## src/rtl/io_mmio_ctrl.sv

```systemverilog
// io_mmio_ctrl: memory-mapped IO unit (UART TX holding register, UART RX FIFO, counters).
// Optional macro IO_COUNTERS_EN builds the cycle/instruction counters at offsets 0x10/0x14/0x18.
module io_mmio_ctrl #(
    parameter int RX_DEPTH = 4,
    parameter int CNT_W    = 32
) (
    input  logic        clk,
    input  logic        rst,
    input  logic [3:0]  io_trans,
    input  logic        io_recv,
    input  logic [31:0] addr,
    input  logic [31:0] mem_in,
    input  logic        inst_retire,
    input  logic [7:0]  rx_data,
    input  logic        rx_valid,
    output logic        rx_ready,
    output logic [7:0]  tx_data,
    output logic        tx_valid,
    input  logic        tx_ready,
    output logic [31:0] io_rdata
);
    localparam int PTR_W = (RX_DEPTH > 1) ? $clog2(RX_DEPTH) : 1;
    localparam int OCC_W = PTR_W + 1;

    localparam logic [OCC_W-1:0] OCC_FULL = OCC_W'(RX_DEPTH);
    localparam logic [OCC_W-1:0] OCC_ONE  = OCC_W'(1'b1);
    localparam logic [OCC_W-1:0] OCC_ZERO = OCC_W'(1'b0);
    localparam logic [PTR_W-1:0] PTR_ONE  = PTR_W'(1'b1);
    localparam logic [PTR_W-1:0] PTR_ZERO = PTR_W'(1'b0);

    localparam logic [7:0] OFF_STATUS = 8'h00;
    localparam logic [7:0] OFF_RXDATA = 8'h04;
    localparam logic [7:0] OFF_TXDATA = 8'h08;
    localparam logic [7:0] OFF_CYCLE  = 8'h10;
    localparam logic [7:0] OFF_INSTR  = 8'h14;
    localparam logic [7:0] OFF_CLEAR  = 8'h18;

    typedef enum logic [0:0] {
        TX_IDLE = 1'b0,
        TX_PEND = 1'b1
    } tx_state_t;

    logic [7:0]  offset_s;
    logic        store_s;
    logic [31:0] rdata_s;
    logic [31:0] cyc_rd_s;
    logic [31:0] inst_rd_s;
    logic        unused_s;

    assign offset_s = addr[7:0];
    assign store_s  = |io_trans;
    assign unused_s = ^{addr[31:8], mem_in[31:8], io_trans[3:1], inst_retire, store_s};

    // ------------------------------------------------------------------
    // Receive FIFO
    // ------------------------------------------------------------------
    logic [7:0]       fifo_mem_r [RX_DEPTH];
    logic [PTR_W-1:0] wr_ptr_r;
    logic [PTR_W-1:0] rd_ptr_r;
    logic [OCC_W-1:0] occ_r;
    logic             fifo_empty_s;
    logic             push_s;
    logic             pop_s;

    // rx_ready comes from the registered count only, so a full FIFO never
    // accepts a byte even when a pop happens in the same cycle.
    assign fifo_empty_s = (occ_r == OCC_ZERO);
    assign rx_ready     = (occ_r != OCC_FULL);
    assign push_s       = rx_valid & rx_ready;
    assign pop_s        = io_recv & (offset_s == OFF_RXDATA) & ~fifo_empty_s;

    // FIFO storage, circular pointers and occupancy count
    always_ff @(posedge clk) begin
        if (rst) begin
            wr_ptr_r <= PTR_ZERO;
            rd_ptr_r <= PTR_ZERO;
            occ_r    <= OCC_ZERO;
            for (int i = 0; i < RX_DEPTH; i++) begin
                fifo_mem_r[i] <= 8'h00;
            end
        end else begin
            if (push_s) begin
                fifo_mem_r[wr_ptr_r] <= rx_data;
                wr_ptr_r             <= wr_ptr_r + PTR_ONE;
            end
            if (pop_s) begin
                rd_ptr_r <= rd_ptr_r + PTR_ONE;
            end
            case ({push_s, pop_s})
                2'b10:   occ_r <= occ_r + OCC_ONE;
                2'b01:   occ_r <= occ_r - OCC_ONE;
                default: occ_r <= occ_r;
            endcase
        end
    end

    // ------------------------------------------------------------------
    // Transmit holding register
    // ------------------------------------------------------------------
    tx_state_t tx_state_r;
    tx_state_t tx_state_s;
    logic      tx_wr_s;
    logic      tx_load_s;

    assign tx_wr_s = io_trans[0] & (offset_s == OFF_TXDATA);

    // TX next state: writes while a byte is pending are dropped
    always_comb begin
        tx_state_s = tx_state_r;
        tx_load_s  = 1'b0;
        case (tx_state_r)
            TX_IDLE: begin
                if (tx_wr_s) begin
                    tx_state_s = TX_PEND;
                    tx_load_s  = 1'b1;
                end else begin
                    tx_state_s = TX_IDLE;
                end
            end
            TX_PEND: begin
                if (tx_ready) begin
                    tx_state_s = TX_IDLE;
                end else begin
                    tx_state_s = TX_PEND;
                end
            end
            default: begin
                tx_state_s = TX_IDLE;
            end
        endcase
    end

    // TX state, valid flag and data register
    always_ff @(posedge clk) begin
        if (rst) begin
            tx_state_r <= TX_IDLE;
            tx_valid   <= 1'b0;
            tx_data    <= 8'h00;
        end else begin
            tx_state_r <= tx_state_s;
            tx_valid   <= (tx_state_s == TX_PEND);
            if (tx_load_s) begin
                tx_data <= mem_in[7:0];
            end else begin
                tx_data <= tx_data;
            end
        end
    end

    // ------------------------------------------------------------------
    // Cycle and instruction counters
    // ------------------------------------------------------------------
`ifdef IO_COUNTERS_EN
    localparam logic [CNT_W-1:0] CNT_ONE  = CNT_W'(1'b1);
    localparam logic [CNT_W-1:0] CNT_ZERO = CNT_W'(1'b0);

    logic [CNT_W-1:0] cyc_cnt_r;
    logic [CNT_W-1:0] inst_cnt_r;
    logic             clr_s;

    assign clr_s     = store_s & (offset_s == OFF_CLEAR);
    assign cyc_rd_s  = 32'(cyc_cnt_r);
    assign inst_rd_s = 32'(inst_cnt_r);

    // Free-running counters; a clear write wins over a same-cycle increment
    always_ff @(posedge clk) begin
        if (rst) begin
            cyc_cnt_r  <= CNT_ZERO;
            inst_cnt_r <= CNT_ZERO;
        end else if (clr_s) begin
            cyc_cnt_r  <= CNT_ZERO;
            inst_cnt_r <= CNT_ZERO;
        end else begin
            cyc_cnt_r <= cyc_cnt_r + CNT_ONE;
            if (inst_retire) begin
                inst_cnt_r <= inst_cnt_r + CNT_ONE;
            end else begin
                inst_cnt_r <= inst_cnt_r;
            end
        end
    end
`else
    assign cyc_rd_s  = 32'h0000_0000;
    assign inst_rd_s = 32'h0000_0000;
`endif

    // ------------------------------------------------------------------
    // Read path
    // ------------------------------------------------------------------

    // Load data select; sees state before any update at the coming edge
    always_comb begin
        rdata_s = 32'h0000_0000;
        case (offset_s)
            OFF_STATUS: rdata_s = {30'h0000_0000, ~fifo_empty_s, ~tx_valid};
            OFF_RXDATA: begin
                if (fifo_empty_s) begin
                    rdata_s = 32'h0000_0000;
                end else begin
                    rdata_s = {24'h00_0000, fifo_mem_r[rd_ptr_r]};
                end
            end
            OFF_CYCLE:  rdata_s = cyc_rd_s;
            OFF_INSTR:  rdata_s = inst_rd_s;
            default:    rdata_s = 32'h0000_0000;
        endcase
    end

    // Registered load result, held between loads
    always_ff @(posedge clk) begin
        if (rst) begin
            io_rdata <= 32'h0000_0000;
        end else if (io_recv) begin
            io_rdata <= rdata_s;
        end else begin
            io_rdata <= io_rdata;
        end
    end

endmodule

```

## config.mk

```make
export PLATFORM = sky130hd
export DESIGN_NAME = io_mmio_ctrl
export DESIGN_NICKNAME = d
export VERILOG_FILES = /design/src/rtl/io_mmio_ctrl.sv
export SDC_FILE = /design/constraint.sdc
export NUM_CORES = 1
export LEC_CHECK = 0
export BUFFER_PORTS_ARGS = -buffer_cell sky130_fd_sc_hd__buf_4
export CORE_ASPECT_RATIO = 2
export CORE_UTILIZATION = 39
export DETAILED_ROUTE_END_ITERATION = 8
export GPL_ROUTABILITY_DRIVEN = 0
export PLACE_DENSITY = 0.69
export SETUP_SLACK_MARGIN = 0.1
export SLEW_MARGIN = 20
export SYNTH_ARGS = -nofsm -noshare
export SYNTH_HDL_FRONTEND = slang
export SYNTH_SLANG_ARGS = --single-unit
```

## constraint.sdc

```tcl
create_clock -name clk -period 3.7 [get_ports clk]
set_clock_uncertainty 0.2 [all_clocks]
set_input_delay 0.37 -clock clk [delete_from_list [all_inputs] [get_ports clk]]
set_output_delay 0.37 -clock clk [all_outputs]
set_load 0.01 [all_outputs]
```

# Yosys cells after proc, flatten, opt, wreduce, memory -nomap -nowiden
# Memory sizes are Yosys's and may differ from the RTL's. A register that Yosys moved wholly into a read port is not among the register bits.
# Index checks and enable logic that the tools add are counted.
# W data, S select, Z words.
# classes
add_sub_neg	4
n_mul	0
div	0
n_lt_le_gt_ge	0
eq_ne	5
shifts	0
n_mux	17
bitwise	6
reduce_logical	4
# op_table
operator	count
$mux W8	2
$pmux W8 S2	1
$mux W1	9
$eq A8 B3 Y1 const B	1
$eq A8 B4 Y1 const B	1
$logic_not A8 Y1	1
$reduce_or A8 Y1	1
$mux W2	3
$pmux W3 S2	1
$add A2 B1 Y2 const B	2
$and A1 B1 Y1	4
$add A3 B1 Y3 const B	1
$logic_not A3 Y1	1
$ne A3 B3 Y1 const B	1
$sub A3 B1 Y3 const B	1
$eq A2 B1 Y1 const B	1
$eq A2 B2 Y1 const B	1
$not A1 Y1	2
$pmux W1 S2	1
$reduce_bool A2 Y1	1
# word_totals
register_bits	48
latch_bits	0
mem_bits_rw	32
mem_bits_ro	0
output_inout_bits	42
memories	1
# mem_list
name	words	width	read_ports	rd_clocked_by_memory_dff	write_ports	line_no	text
fifo_mem_r	4	8	1	1	4	57	logic [7:0] fifo_mem_r [RX_DEPTH];

# Longest topological paths before layout
# Gate-level depths: netlist of run 1.
# logic_depth
depth_word	7
mapped_depth	9
mapped_depth_nobuf	8

# Worst setup path after synthesis of run 1
# Ideal clock, no wire load.
# synth_path
path_type	in2reg
start	input port addr[1]
end	register occ_r[2]
arrival_time_ns	2.470
t_required_ns	3.430
setup_slack_ns	0.960
path_stages	8
path_buffers	0
cell_sequence	or4_4 > nor3_4 > ha_1 > inv_1 > fa_1 > xor2_1 > or3_1 > a21oi_1
# synth_between
elab_chain_len	5
word_cells_on_any_way	7
cone_classes	3 x eq/ne; 1 x mux; 2 x bitwise; 1 x reduce/logical
# synth_lines
element	line_no	text
start, declared	11	input logic [31:0] addr,
$eq A8 B3 Y1 *	70	assign pop_s = io_recv & (offset_s == OFF_RXDATA) & ~fifo_empty_s;
$and A1 B1 Y1 * (2 in series)	70	
named net pop_s	63	logic pop_s;
$eq A2 B1 Y1 or $eq A2 B2 Y1 (tied branches)	89	case ({push_s, pop_s})
$pmux W3 S2 or $reduce_bool A2 Y1 (tied branches)	--	
end signal, assigned	90	2'b10: occ_r <= occ_r + OCC_ONE;
end signal, assigned	91	2'b01: occ_r <= occ_r - OCC_ONE;
end signal, assigned	92	default: occ_r <= occ_r;
end, declared	60	logic [OCC_W-1:0] occ_r;
# Mark *: on every way through the listed nets, which the timed path passes. The rest lies on a longest branch.
# A chain may end at the register's enable or synchronous reset.

# Final worst setup path of run 1
# Same ends and word-level chain as after synthesis.

==> run metrics, run 1 <==
PnR worst setup slack=about 1.1 ns; Net Sw Frac=22.7%; Worst Setup SP=addr[1]; synth top area cells=edfxtp_1, dfxtp_1, buf_4, mux4_2, and2_1; Avg WL per Cell=roughly 13 um; PwrDens=around 480 mW/mm^2; final hold violation count=0; MaxCap Viol Count=0; Psw=354 uW; Cell variety after synth=41; Yosys top cell by area=edfxtp_1; DR vias/cell=4.64; CTS buffer count=9; Top FF cell, synth=edfxtp_1; layout cells sized above 1=28.5%; critical hold path startpoint=mem_in[1]; gr usage total=between 10% and 20%; Mapped Area=0.00267 mm^2; Slew Limit Headroom=between 40% and 50%; grt met3 use=5.21%; initial antenna violation count=0; DR pass1 iterations=4; worst hold stages=3; critical path type=input pin to flop; max-slew violations=0; total number of vias=roughly 1,700; CTS Hold Buffers Added=0; met2 Use GR=about 29%; Synth async-reset ratio=0%; Die Width=60.5 um; CTS resizes=0; setup repair bufs after CTS=0; DIE HEIGHT=119 um; Hold WC Path Type=input pin to flop; R2R setup slack=between 1 and 1.5 ns; DPL Wire Length=between 3000 and 4000 um; fmax=approximately 380 MHz; minimum clock period after layout=2.62 ns; Final Hold Slack=0.0806 ns; I/O Buffers=47; CTS root buffer=clkbuf_16; synthesis-stage register bit count=between 50 and 60; VDD IR max=approximately 0.28 mV; grt ovf=0; drt initial violations=65; Clk Latency, worst-skew pair=around 0.32 ns; H-tree Lvls=3; commonest cells in the netlist=edfxtp_1, dfxtp_1, nor2_1; number of top-level pins=between 100 and 150; final worst-path cycle share=between 70% and 80%; pre-CTS WS=about 0.73 ns; critical path launch point type=input pin; Syn Area/Cell=around 12 um^2; worst reg-to-reg path cell count=8; cell row count=42; synthesis-to-layout area growth=22.9%; Int Pwr=1.21 mW; Clock transition at path regs=approximately 0.05 ns; Power Total=1.56 mW; Crit path max-delay family=simple AND/OR/NAND/NOR gates; Post-Layout Cell Count=between 300 and 400; unrepaired setup endpoints after global routing=no; crit path cell chain=buf_4, or4_4, nor3_4, buf_4, ha_1, inv_1, fa_1, xor2_1, or3_1, a21oi_1; Clock power frac=46.7%; WL final=4860 um; Final ANT Viol Nets=0; CP Depth=10; GR peak layer=met2; grt met1 use=between 10% and 20%; Comb pwr share=just under 7%; outcome=complete, no violations; vias in the first global route=1,709; hold endpoint=tx_data[1]$_SDFFE_PP0P_; worst r2r src=occ_r[2]$_SDFFE_PP0P_; initial core utilization=approximately two fifths; dpl cells=between 300 and 400; LEAKAGE=between 1 and 1.5 nW; post-synthesis sequential area ratio=about 56%; max incr delay on CP=0.56 ns; Critical Path Fanout Max=9; Sink Count=58; CP Capture Type=flop; sequential share of power=46.4%; endpoints failing setup=0; ANT cells=0; Crit path top cell by count=buf_4; largest net degree at the start of global routing=33; R2R Path End=occ_r[2]$_SDFFE_PP0P_; total negative slack=0 ns; first-pass GRT wire length=7810 um; DIE AREA=0.00719 mm^2; most frequent cell after synthesis=edfxtp_1; layout net count=between 300 and 400; YS warnings=0; Core ar.=0.00662 mm^2; number of synthesized flops with an enable pin=32; Worst-Margin Slew=roughly 0.80 ns; Bufs on Longest Clock Path=2; top-area cell type share of the netlist area=~36%; Residual DRC=0; CTS tree=built; CP bufs+invs=3; Post-Synthesis Cells=between 200 and 250; CP max stage cell=or4_4; worst endpoint required time=3.76 ns; Worst EP arrival=around 2.7 ns
-- registers in the layout, indices dropped and copies added (netlist names), named ones only --
name,count
rd_ptr_r,2
io_rdata,8
tx_data,8
tx_state_r,1
fifo_mem_r,32
occ_r,3
wr_ptr_r,2
-- layer usage --
metal / part of all wire (%) / routed length [um]
met1: 32 / 1560
met2: 60 / 2910
met3: 5.0 / 243
met4: 3.1 / 150
met5: 0 / 0
-- cell families after synthesis --
group / count (synthesis) / share of synthesized area, %
AOI/OAI and AO/OA: 18 / 4.22
xor gates and xnor gates: 6 / 1.97
adders and majority gates: 2 / 1.22
buffers and inverters: 39 / 8.96
DFF: 58 / 55.6
muxes: 16 / 9.76
other: 1 / 0.141
and+or+nand+nor: 84 / 18.2
-- worst register-to-register path, cell delays in order (launching register included) --
cell and delay (ns):
dfxtp_1 0.37, or3b_2 0.53, nand2_2 0.17, ha_1 0.20
inv_1 0.06, fa_1 0.38, xor2_1 0.18, or3_1 0.31
a21oi_1 0.13
-- final cells by class --
type                            count  area (um^2)
Timing Repair Buffer               48          360
Inverter                            5         18.8
Fill cell                         631         3340
Tap cell                           88          110
Sequential cell                    58         1480
Clock buffer                        9          225
Multi-Input combinational cell    150         1030
Clock inverter                      7         46.3
-- power by group through the flow --
stage / Combinational [mW] / Clock [mW] / Sequential, mW
floorplan: 0.0851 / 0 / 0.733
global placement: 0.106 / 0 / 0.735
detailed placement: 0.109 / 0 / 0.737
CTS: 0.110 / 0.746 / 0.724
global route: 0.121 / 0.783 / 0.727
finish: 0.108 / 0.729 / 0.724
-- per-stage QoR --
| stage | area, um^2 | util (%) |
|---|---|---|
| after detailed placement | 3000 | 45.4 |
| after global placement | 3000 | 45.4 |
| after global routing | 3280 | 49.5 |
| final | 3280 | 49.5 |
| after floorplan | 2750 | - |
| after CTS | 3270 | 49.5 |
-- worst max-delay path by stage --
stage	end	slack (ns)
5_1_grt	occ_r[2]$_SDFFE_PP0P_	0.99
2_1_floorplan	occ_r[2]$_SDFFE_PP0P_	0.96
4_1_cts	occ_r[2]$_SDFFE_PP0P_	1.07
3_3_place_gp	occ_r[2]$_SDFFE_PP0P_	0.79
3_5_place_dp	occ_r[2]$_SDFFE_PP0P_	0.73
6_report	occ_r[2]$_SDFFE_PP0P_	1.08
-- layout by cell type (no fill, tap or decap), types with 2 or more instances in the layout --
master      instances
o21ai_0             2
inv_1               5
clkinv_2            2
xnor2_1             2
conb_1             24
clkinv_4            2
nand2b_1            3
nand3_1             2
nor2_1             24
mux2i_1             8
nor4_1              2
buf_4              48
and3_1             16
dfxtp_1            26
mux4_2              8
or3_1               2
a21oi_1             9
edfxtp_1           32
clkbuf_16           9
xor2_1              4
nor2b_1             8
and2_1             16
clkinvlp_4          2
Power figures use the tool's default switching activity.
==> run 2, diff against run 1 <==
PLACE_DENSITY = 0.71   (was 0.69)
clock period = 2.3 ns   (was 3.7 ns; I/O delays follow)
==> run 2 against run 1 <==
  * Core utilization rose by 4.6 points
  * Clock power rose by 73%
  * Via count rose by 9.7%
  * Power rose by 69%
  * Die area did not move
  * Register-to-register slack got worse by 1.0 ns
  * Non-clock buffer count rose by 31
  * Worst setup slack got worse by 0.99 ns
  * Critical endpoint unchanged
  * Highest routed layer unchanged
==> run metrics, run 2 (synthesized netlist as in run 1, its figures left out) <==
outcome=complete, no violations; R2R Path End=occ_r[2]$_SDFFE_PP0P_; MaxCap Viol Count=0; biggest regs=fifo_mem_r: 32 flops, io_rdata: 8 flops, tx_data: 8 flops; R2R setup slack=around 0.1 ns; max incr delay on CP=0.54 ns; CTS tree=built; worst setup path end=occ_r[2]$_SDFFE_PP0P_; Hold WC Path Type=input pin to flop; Avg WL per Cell=around 13 um; initial core utilization=40.3%; PwrDens=between 700 and 800 mW/mm^2; fmax=between 400 and 500 MHz; grt ovf=0; CTS buffer count=9; critical path type=input pin to flop; Core ar.=between 0.006 and 0.007 mm^2; largest net degree at the start of global routing=27; total number of vias=roughly 1,900; final hold violation count=0; WL final=between 5000 and 6000 um; commonest non-fill, non-tap cell in the layout=buf_4; first-pass GRT wire length=between 8000 and 9000 um; max-slew violations=0; Die Width=60.5 um; layout net count=between 300 and 400; CP bufs+invs=2; Worst-Margin Slew=between 0.5 and 0.6 ns; Worst Setup SP=addr[0]; ANT cells=0; drt initial violations=39; cell row count=42; fin util=around 54%; unrepaired setup endpoints after global routing=yes; total negative slack=0 ns; Crit path max-delay family=simple AND/OR/NAND/NOR gates; Slew Limit Headroom=around 65%; Worst EP arrival=roughly 2.3 ns; minimum clock period after layout=2.21 ns; Clk Latency, worst-skew pair=~0.32 ns; synthesis-to-layout area growth=34.4%; most frequent cells in the layout=buf_4, edfxtp_1, nor2_1, dfxtp_1, conb_1; Clock transition at path regs=0.05 ns; PnR worst setup slack=0.0913 ns; DPL Wire Length=roughly 3900 um; I/O Buffers=47; vias in the first global route=roughly 1,800; Bufs on Longest Clock Path=2; worst reg-to-reg path cell count=8; Residual DRC=0; DR vias/cell=4.70; DR pass1 iterations=4; fillcell total=between 500 and 600; CTS root buffer=clkbuf_16; worst endpoint required time=~2.4 ns; VDD IR max=about 0.54 mV; DIE HEIGHT=~120 um; Top reg by flops=fifo_mem_r; critical path launch point type=input pin; layout cells sized above 1=about a third; Sink Count=58; LEAKAGE=roughly 1.6 nW; DIE AREA=0.00719 mm^2; worst r2r src=occ_r[2]$_SDFFE_PP0P_; Critical Path Fanout Max=2; crit path cell chain=buf_4, or4_4, nor3_4, ha_4, inv_2, fa_2, xor2_1, or3_1, a21oi_1; H-tree Lvls=3; number of top-level pins=around 120; Final ANT Viol Nets=0; CP Capture Type=flop; endpoints failing setup=0; max FFs per register=32; initial antenna violation count=0; CP Depth=9; final worst-path cycle share=a little over nine tenths; gr usage total=15.7%; CP max stage cell=or4_4; pre-CTS WS=-0.285 ns
run 2: worst register-to-register path, cell delays in order, from the launching register on:
cell,delay (ns)
dfxtp_2,0.35
or3b_4,0.41
nand2_4,0.09
ha_4,0.14
inv_2,0.03
fa_2,0.32
xor2_1,0.15
or3_1,0.30
a21oi_1,0.13
run 2: final cells by class:
cell class,count,area (um^2),area share [%]
sequential,58,1480,41.4
multi-input combinational,150,1060,29.7
timing repair buffer,79,624,17.4
clock buffer,9,225,6.29
tap,88,110,3.07
clock inverter,6,58.8,1.64
inverter,5,18.8,0.524
run 2: worst min path at each step:
stage                from                             end  slack [ns]  cells past startpoint
2_1_floorplan   mem_in[0]         tx_data[0]$_SDFFE_PP0P_        0.17                      2
3_3_place_gp          rst        wr_ptr_r[1]$_SDFFE_PP0P_        0.26                      2
3_5_place_dp          rst        wr_ptr_r[1]$_SDFFE_PP0P_        0.27                      2
4_1_cts        rx_data[7]  fifo_mem_r[0][7]$_SDFFCE_PN0P_       0.005                      2
5_1_grt        rx_data[1]  fifo_mem_r[0][1]$_SDFFCE_PN0P_       0.005                      2
6_report       rx_data[1]  fifo_mem_r[0][1]$_SDFFCE_PN0P_       0.009                      2
run 2: repair_timing:
action	4_1_cts	5_1_grt
pin swaps	0	6
hold endpoints to repair	11	0
setup buffers	0	3
gates cloned	0	0
gates resized for setup	3	4
setup endpoints to repair	2	2
hold buffers	11	0
run 2: metal layers:
metal / wire length, um / vias up / track usage, %
met3: 202 / 13 / 4.13
met1: 1770 / 877 / 13.4
li1: - / 900 / -
met5: 0 / - / 0
met2: 2990 / 66 / 29.4
met4: 201 / 0 / 9.52
run 2: power by group:
part	switching [mW]	internal, mW
Combinational	0.110	0.108
Clock	0.435	0.821
Sequential	0.0193	1.15
Total	0.565	2.08
run 2: metrics by stage:
step                      hold WS, ns  instance area, um^2  power [mW]  cells
after detailed placement        0.269                 3140        1.38    366
after global routing          0.00475                 3580        2.73    395
after floorplan                 0.174                 2760        1.32    247
after global placement          0.263                 3140        1.37    366
after CTS                     0.00468                 3530        2.65    392
final                         0.00916                 3580        2.64    395
